===== src/rtl/spi_ram_arb_if.sv =====
// Request/grant bundle for two requesters plus the SPI RAM command/data link.
// master = requesters and RAM side, slave = arbiter.
interface spi_ram_arb_if #(
  parameter int ADDR_SIZE = 8,
  parameter int MEM_WIDTH = 8
);
  logic                   req0;
  logic                   req1;
  logic                   we0;
  logic                   we1;
  logic [ADDR_SIZE-1:0]   addr0;
  logic [ADDR_SIZE-1:0]   addr1;
  logic [MEM_WIDTH-1:0]   wdata0;
  logic [MEM_WIDTH-1:0]   wdata1;
  logic                   gnt0;
  logic                   gnt1;
  logic                   done0;
  logic                   done1;
  logic [MEM_WIDTH-1:0]   rdata0;
  logic [MEM_WIDTH-1:0]   rdata1;
  logic                   err;
  logic [MEM_WIDTH+1:0]   ram_din;
  logic                   ram_rx_valid;
  logic [MEM_WIDTH-1:0]   ram_dout;
  logic                   ram_tx_valid;

  modport master (
    output req0, req1, we0, we1,
    output addr0, addr1, wdata0, wdata1,
    output ram_dout, ram_tx_valid,
    input  gnt0, gnt1, done0, done1,
    input  rdata0, rdata1, err,
    input  ram_din, ram_rx_valid
  );

  modport slave (
    input  req0, req1, we0, we1,
    input  addr0, addr1, wdata0, wdata1,
    input  ram_dout, ram_tx_valid,
    output gnt0, gnt1, done0, done1,
    output rdata0, rdata1, err,
    output ram_din, ram_rx_valid
  );
endinterface


===== src/rtl/spi_ram_arbiter.sv =====
// Round-robin two-port arbiter in front of an SPI RAM command link.
// Define SPI_RAM_ARB_ADDR_CACHE_EN to skip repeated ADDR phases.
module spi_ram_arbiter #(
  parameter int ADDR_SIZE  = 8,
  parameter int MEM_WIDTH  = 8,
  parameter int RD_TIMEOUT = 15
) (
  input  logic         clk,
  input  logic         rst_n,
  spi_ram_arb_if.slave bus
);
  localparam int CW = $clog2(RD_TIMEOUT + 1);
  localparam logic [1:0] WR_ADDR = 2'b00;
  localparam logic [1:0] WR_DATA = 2'b01;
  localparam logic [1:0] RD_ADDR = 2'b10;
  localparam logic [1:0] RD_DATA = 2'b11;

  typedef enum logic [1:0] {IDLE, ADDR, DATA, WAIT_RD} state_t;

  state_t               state;
  state_t               state_n;
  logic                 cur;
  logic                 last;
  logic                 we_q;
  logic [ADDR_SIZE-1:0] addr_q;
  logic [MEM_WIDTH-1:0] wdata_q;
  logic [MEM_WIDTH-1:0] rdata0;
  logic [MEM_WIDTH-1:0] rdata1;
  logic [CW-1:0]        cnt;
  logic                 gnt0;
  logic                 gnt1;
  logic                 done0;
  logic                 done1;
  logic                 err;

  logic                 gnt0_n;
  logic                 gnt1_n;
  logic                 done0_n;
  logic                 done1_n;
  logic                 err_n;
  logic                 take;
  logic                 rd_hit;
  logic                 tmo;
  logic                 skip;
  logic                 rx;
  logic [MEM_WIDTH+1:0] din;

  logic                 pick;
  logic                 sel_we;
  logic [ADDR_SIZE-1:0] sel_addr;
  logic [MEM_WIDTH-1:0] sel_wdata;

  // Contention goes to whoever was not served last.
  assign pick      = (bus.req0 & bus.req1) ? ~last : bus.req1;
  assign sel_we    = pick ? bus.we1    : bus.we0;
  assign sel_addr  = pick ? bus.addr1  : bus.addr0;
  assign sel_wdata = pick ? bus.wdata1 : bus.wdata0;

`ifdef SPI_RAM_ARB_ADDR_CACHE_EN
  logic [ADDR_SIZE-1:0] c_addr;
  logic                 c_we;
  logic                 c_vld;

  assign skip = c_vld && (c_addr == sel_addr) && (c_we == sel_we);

  always_ff @(posedge clk) begin
    if (!rst_n) begin
      c_addr <= '0;
      c_we   <= 1'b0;
      c_vld  <= 1'b0;
    end else if (tmo) begin
      c_vld  <= 1'b0;
    end else if (state == ADDR) begin
      c_addr <= addr_q;
      c_we   <= we_q;
      c_vld  <= 1'b1;
    end
  end
`else
  assign skip = 1'b0;
`endif

  always_comb begin
    state_n = state;
    gnt0_n  = 1'b0;
    gnt1_n  = 1'b0;
    done0_n = 1'b0;
    done1_n = 1'b0;
    err_n   = 1'b0;
    take    = 1'b0;
    rd_hit  = 1'b0;
    tmo     = 1'b0;
    rx      = 1'b0;
    din     = '0;
    unique case (state)
      IDLE: begin
        if (bus.req0 | bus.req1) begin
          take    = 1'b1;
          gnt0_n  = ~pick;
          gnt1_n  = pick;
          state_n = skip ? DATA : ADDR;
        end
      end
      ADDR: begin
        rx      = 1'b1;
        din     = {we_q ? WR_ADDR : RD_ADDR, MEM_WIDTH'(addr_q)};
        state_n = DATA;
      end
      DATA: begin
        rx = 1'b1;
        if (we_q) begin
          din     = {WR_DATA, wdata_q};
          done0_n = ~cur;
          done1_n = cur;
          state_n = IDLE;
        end else begin
          din     = {RD_DATA, {MEM_WIDTH{1'b0}}};
          state_n = WAIT_RD;
        end
      end
      WAIT_RD: begin
        if (bus.ram_tx_valid) begin
          rd_hit  = 1'b1;
          done0_n = ~cur;
          done1_n = cur;
          state_n = IDLE;
        end else if (cnt == CW'(RD_TIMEOUT)) begin
          tmo     = 1'b1;
          err_n   = 1'b1;
          done0_n = ~cur;
          done1_n = cur;
          state_n = IDLE;
        end
      end
      default: state_n = IDLE;
    endcase
  end

  always_ff @(posedge clk) begin
    if (!rst_n) begin
      state   <= IDLE;
      cur     <= 1'b0;
      last    <= 1'b1;
      we_q    <= 1'b0;
      addr_q  <= '0;
      wdata_q <= '0;
      cnt     <= '0;
      gnt0    <= 1'b0;
      gnt1    <= 1'b0;
      done0   <= 1'b0;
      done1   <= 1'b0;
      err     <= 1'b0;
      rdata0  <= '0;
      rdata1  <= '0;
    end else begin
      state <= state_n;
      gnt0  <= gnt0_n;
      gnt1  <= gnt1_n;
      done0 <= done0_n;
      done1 <= done1_n;
      err   <= err_n;
      if (take) begin
        cur     <= pick;
        last    <= pick;
        we_q    <= sel_we;
        addr_q  <= sel_addr;
        wdata_q <= sel_wdata;
      end
      if (state == WAIT_RD && state_n == WAIT_RD)
        cnt <= cnt + CW'(1);
      else
        cnt <= '0;
      if (rd_hit | tmo) begin
        if (cur)
          rdata1 <= rd_hit ? bus.ram_dout : '0;
        else
          rdata0 <= rd_hit ? bus.ram_dout : '0;
      end
    end
  end

  assign bus.gnt0         = gnt0;
  assign bus.gnt1         = gnt1;
  assign bus.done0        = done0;
  assign bus.done1        = done1;
  assign bus.err          = err;
  assign bus.rdata0       = rdata0;
  assign bus.rdata1       = rdata1;
  assign bus.ram_din      = din;
  assign bus.ram_rx_valid = rx;
endmodule


===== src/flat_wrapper.sv =====
// flat-port wrapper written by rule: the top's interface ports become plain ports
module spi_ram_arbiter_flat 
#(
  parameter int ADDR_SIZE  = 8,
  parameter int MEM_WIDTH  = 8,
  parameter int RD_TIMEOUT = 15
)
  (clk, rst_n, bus_req0, bus_req1, bus_we0, bus_we1, bus_addr0, bus_addr1, bus_wdata0, bus_wdata1, bus_ram_dout, bus_ram_tx_valid, bus_gnt0, bus_gnt1, bus_done0, bus_done1, bus_rdata0, bus_rdata1, bus_err, bus_ram_din, bus_ram_rx_valid);
  spi_ram_arb_if #(.ADDR_SIZE(ADDR_SIZE), .MEM_WIDTH(MEM_WIDTH)) bus_i ();
  input  logic clk;
  input  logic rst_n;
  input wire logic [$bits(bus_i.req0)-1:0] bus_req0;
  input wire logic [$bits(bus_i.req1)-1:0] bus_req1;
  input wire logic [$bits(bus_i.we0)-1:0] bus_we0;
  input wire logic [$bits(bus_i.we1)-1:0] bus_we1;
  input wire logic [$bits(bus_i.addr0)-1:0] bus_addr0;
  input wire logic [$bits(bus_i.addr1)-1:0] bus_addr1;
  input wire logic [$bits(bus_i.wdata0)-1:0] bus_wdata0;
  input wire logic [$bits(bus_i.wdata1)-1:0] bus_wdata1;
  input wire logic [$bits(bus_i.ram_dout)-1:0] bus_ram_dout;
  input wire logic [$bits(bus_i.ram_tx_valid)-1:0] bus_ram_tx_valid;
  output wire logic [$bits(bus_i.gnt0)-1:0] bus_gnt0;
  output wire logic [$bits(bus_i.gnt1)-1:0] bus_gnt1;
  output wire logic [$bits(bus_i.done0)-1:0] bus_done0;
  output wire logic [$bits(bus_i.done1)-1:0] bus_done1;
  output wire logic [$bits(bus_i.rdata0)-1:0] bus_rdata0;
  output wire logic [$bits(bus_i.rdata1)-1:0] bus_rdata1;
  output wire logic [$bits(bus_i.err)-1:0] bus_err;
  output wire logic [$bits(bus_i.ram_din)-1:0] bus_ram_din;
  output wire logic [$bits(bus_i.ram_rx_valid)-1:0] bus_ram_rx_valid;
  assign bus_i.req0 = bus_req0;
  assign bus_i.req1 = bus_req1;
  assign bus_i.we0 = bus_we0;
  assign bus_i.we1 = bus_we1;
  assign bus_i.addr0 = bus_addr0;
  assign bus_i.addr1 = bus_addr1;
  assign bus_i.wdata0 = bus_wdata0;
  assign bus_i.wdata1 = bus_wdata1;
  assign bus_i.ram_dout = bus_ram_dout;
  assign bus_i.ram_tx_valid = bus_ram_tx_valid;
  assign bus_gnt0 = bus_i.gnt0;
  assign bus_gnt1 = bus_i.gnt1;
  assign bus_done0 = bus_i.done0;
  assign bus_done1 = bus_i.done1;
  assign bus_rdata0 = bus_i.rdata0;
  assign bus_rdata1 = bus_i.rdata1;
  assign bus_err = bus_i.err;
  assign bus_ram_din = bus_i.ram_din;
  assign bus_ram_rx_valid = bus_i.ram_rx_valid;
  spi_ram_arbiter #(.ADDR_SIZE(ADDR_SIZE), .MEM_WIDTH(MEM_WIDTH), .RD_TIMEOUT(RD_TIMEOUT)) u_core (.clk(clk), .rst_n(rst_n), .bus(bus_i));
endmodule

===== config.mk =====
export PLATFORM = sky130hd
export DESIGN_NAME = spi_ram_arbiter_flat
export DESIGN_NICKNAME = d
export VERILOG_FILES = /design/src/rtl/spi_ram_arb_if.sv /design/src/rtl/spi_ram_arbiter.sv /design/src/flat_wrapper.sv
export SDC_FILE = /design/constraint.sdc
export NUM_CORES = 1
export LEC_CHECK = 0
export CAP_MARGIN = 15
export CORE_AREA = 2 2 52 103
export DETAILED_ROUTE_END_ITERATION = 10
export DIE_AREA = 0 0 54 105
export HOLD_SLACK_MARGIN = 0.08
export PLACE_DENSITY_LB_ADDON = 0.3
export SETUP_SLACK_MARGIN = 0.5
export SLEW_MARGIN = 20
export SYNTH_ARGS = -nofsm -noshare
export SYNTH_HDL_FRONTEND = slang
export SYNTH_SLANG_ARGS = --single-unit

===== constraint.sdc =====
create_clock -name clk -period 2.1 [get_ports clk]
set_clock_uncertainty 0.2 [all_clocks]
set_input_delay 0.63 -clock clk [delete_from_list [all_inputs] [get_ports clk]]
set_output_delay 0.63 -clock clk [all_outputs]
set_load 0.02 [all_outputs]

==> qor.csv <==
metric;value;unit
status;finished, violations left;
violations;negative setup slack;
ys_seq_area_share;45.2;%
syn_avg_cell_area;9.99;µm²
drive_above_1_share;57.1;%
cts_tree;built;
clock-root-buffer;clkbuf_8;
track_usage;22.5;%
crit_arrival;1.49;ns
clk_latency;0.31;ns
critPathMaxFanout;5;
num_rows;36;
synth_area_leader_cell;dfxtp_1;
drv_slew;0;
cts.reportedPaths.clkPinSlew;0.09;ns
max-vdd-ir-drop;0.618;mV
clock.fmax;432;MHz
routed_wl;6.36;mm
slew_headroom;78.4;%
synth_nets;258;
r2r_start;u_core.state[0]$_SDFF_PN0_;
worst_slack;-0.217;ns
criticalPathCategory;reg2out;
synthArstFlopShare;0;%
period_share;110;%
io_buffers;78;
total_power;2.35;mW
die_h;105;µm
firstDrtPassIters;4;
hold_viol_final;0;
ys_warn_count;0;
hold_depth;1;
cts_buffer_depth;2;
tightest_slew;0.323;ns
synth-simple-area-share;13.9;%
worstReg2RegEnd;u_core.cnt[3]$_SDFF_PN0_;
ioPinCount;79;
numCtsBuffers;5;
vias_per_cell;5.38;
rsz0062_at_grt;true;
ant_nets;0;
drt-initial-drc-count;27;
area_growth;90.2;%
cp-end-kind;output pin;
fin_crit;2.32;ns
p_per_area;606;mW/mm²
layout_common_cells;44 x buf_6, 42 x clkdlybuf4s50_1, 27 x nor2_1, 24 x buf_4, 23 x dfxtp_2;
grt.busiest_layer;met2;
synth_top_family_by_area;compound AO/OA/AOI/OAI gates;
final_common_cell;buf_6;
wl_per_cell;16.8;µm
synth-seq-cells;46;
hold_path.class;reg2reg;
antenna_found_initial;0;
crit_start;u_core.state[0]$_SDFF_PN0_;
use_met2;42.1;%
synth_cells;204;
cts_hold_buffers;0;
synthXorXnorAreaFrac;0.859;%
vias;2038;
grt_pass1_vias;2025;
die_w;54;µm
syn_area;0.00204;mm²
cap_violations;0;
synth_edf_count;0;
p_leak;1.50;nW
grt_max_degree;18;
overflow;0;
gp_congestion;0.865;
htreeDepth;2;
diodes;0;
ys_types;37;
endpoint;bus_ram_din[0];
synthMuxAreaShare;8.35;%
worstSetupStartpointType;flip-flop;
reg2reg_slack;0.11;ns
dieArea;0.00567;mm²
required;1.27;ns
ys_top_cells_by_area;dfxtp_1 45%, mux2i_1 8.3%, a211oi_1 6.3%;
ff2ff_path_depth;11;
detailed_place_hpwl;3.74;mm
yosys.area_share.adder;4.30;%
timing.hold.ws;0.281;ns
synth_compound_area_share;21.5;%
drc;0;
fin_util;79.7;%
cts.sinks;46;
grt_pass1_wl;9.47;mm
synth_top_cell_area_share;45.2;%
final_nets;375;
grt.met1_usage;22.3;%
core;0.00486;mm²
setup_viol;11;
synth_ff_type;dfxtp_1;
grt_util_met3;3.43;%
start_util;41.9;%
[per-layer routing]
metal / part of all wire, % / routed length, µm
met4: 3.0 / 192
met2: 61 / 3850
met1: 33 / 2080
met5: 0 / 0
met3: 3.8 / 242
[synth_stat cells, drive strengths merged, types with 4 or more instances]
cell type / count
ha: 7
a211oi: 17
inv: 6
dfxtp: 46
a22o: 8
nor2: 32
a22oi: 16
mux2i: 17
a21oi: 4
nor3: 5
buf: 9
nor2b: 9
[stage by stage]
step	worst slack (ns)	TNS [ns]	std cells	cell area (µm²)
after floorplan	0.152	0	204	2200
after global placement	-0.340	-8.41	347	3120
after detailed placement	-0.378	-9.17	347	3120
after CTS	-0.226	-1.91	369	3650
after global routing	-0.266	-2.47	379	3880
final	-0.217	-1.99	379	3880
[cell families (layout without fill, tap and decap cells)]
family / Yosys count / count (layout)
buffers and inverters: 17 / 134
adder cells (fa/ha/maj): 7 / 7
AO/OA/AOI/OAI: 55 / 55
multiplexers: 17 / 17
XOR/XNOR: 2 / 2
AND/OR/NAND/NOR: 60 / 61
flip-flops: 46 / 46
[cell type report]
class                           count  area [µm²]
Sequential cell                    46         957
Multi-Input combinational cell    142        1440
Clock buffer                        5        68.8
Tap cell                           57        71.3
Fill cell                         282         987
Inverter                            6        32.5
Clock inverter                      3        22.5
Timing Repair Buffer              120        1290
[power breakdown]
group          leakage, nW  switching (mW)  internal (mW)
Combinational         1.06           0.341          0.453
Sequential           0.389          0.0537          0.934
Clock               0.0451           0.330          0.239
Total                 1.50           0.724           1.63
[timing repair]
action,4_1_cts,5_1_grt
setup buffers,10,10
gates cloned,4,0
gates resized for setup,266,41
pin swaps,22,23
setup endpoints to repair,76,66
[worst max-delay path, stage by stage (launching register included)]
cell     delay [ns]
dfxtp_4        0.39
inv_4          0.05
ha_4           0.16
and2_4         0.19
a22oi_2        0.19
nor2b_4        0.06
buf_6          0.13
[worst min path at each step]
stage                                            from                                 to  slack, ns
floorplan                    u_core.cnt[0]$_SDFF_PN0_           u_core.cnt[0]$_SDFF_PN0_       0.23
global placement             u_core.cnt[0]$_SDFF_PN0_           u_core.cnt[0]$_SDFF_PN0_       0.24
detailed placement  u_core.bus.rdata1[6]$_SDFFE_PN0P_  u_core.bus.rdata1[6]$_SDFFE_PN0P_       0.25
CTS                 u_core.bus.rdata1[2]$_SDFFE_PN0P_  u_core.bus.rdata1[2]$_SDFFE_PN0P_       0.28
global route        u_core.bus.rdata1[6]$_SDFFE_PN0P_  u_core.bus.rdata1[6]$_SDFFE_PN0P_       0.29
finish              u_core.bus.rdata1[2]$_SDFFE_PN0P_  u_core.bus.rdata1[2]$_SDFFE_PN0P_       0.28
[sequential cells by signal (all words and copies together) (netlist names)]
signal / cells
u_core.bus.err: 1
u_core.cur: 1
u_core.last: 1
u_core.bus.gnt1: 1
u_core.addr_q: 8
u_core.bus.rdata1: 8
u_core.wdata_q: 8
u_core.bus.gnt0: 1
u_core.state: 2
u_core.cnt: 4
u_core.bus.rdata0: 8
u_core.we_q: 1
u_core.bus.done0: 1
u_core.bus.done1: 1
(Power assumes the default switching activity.)
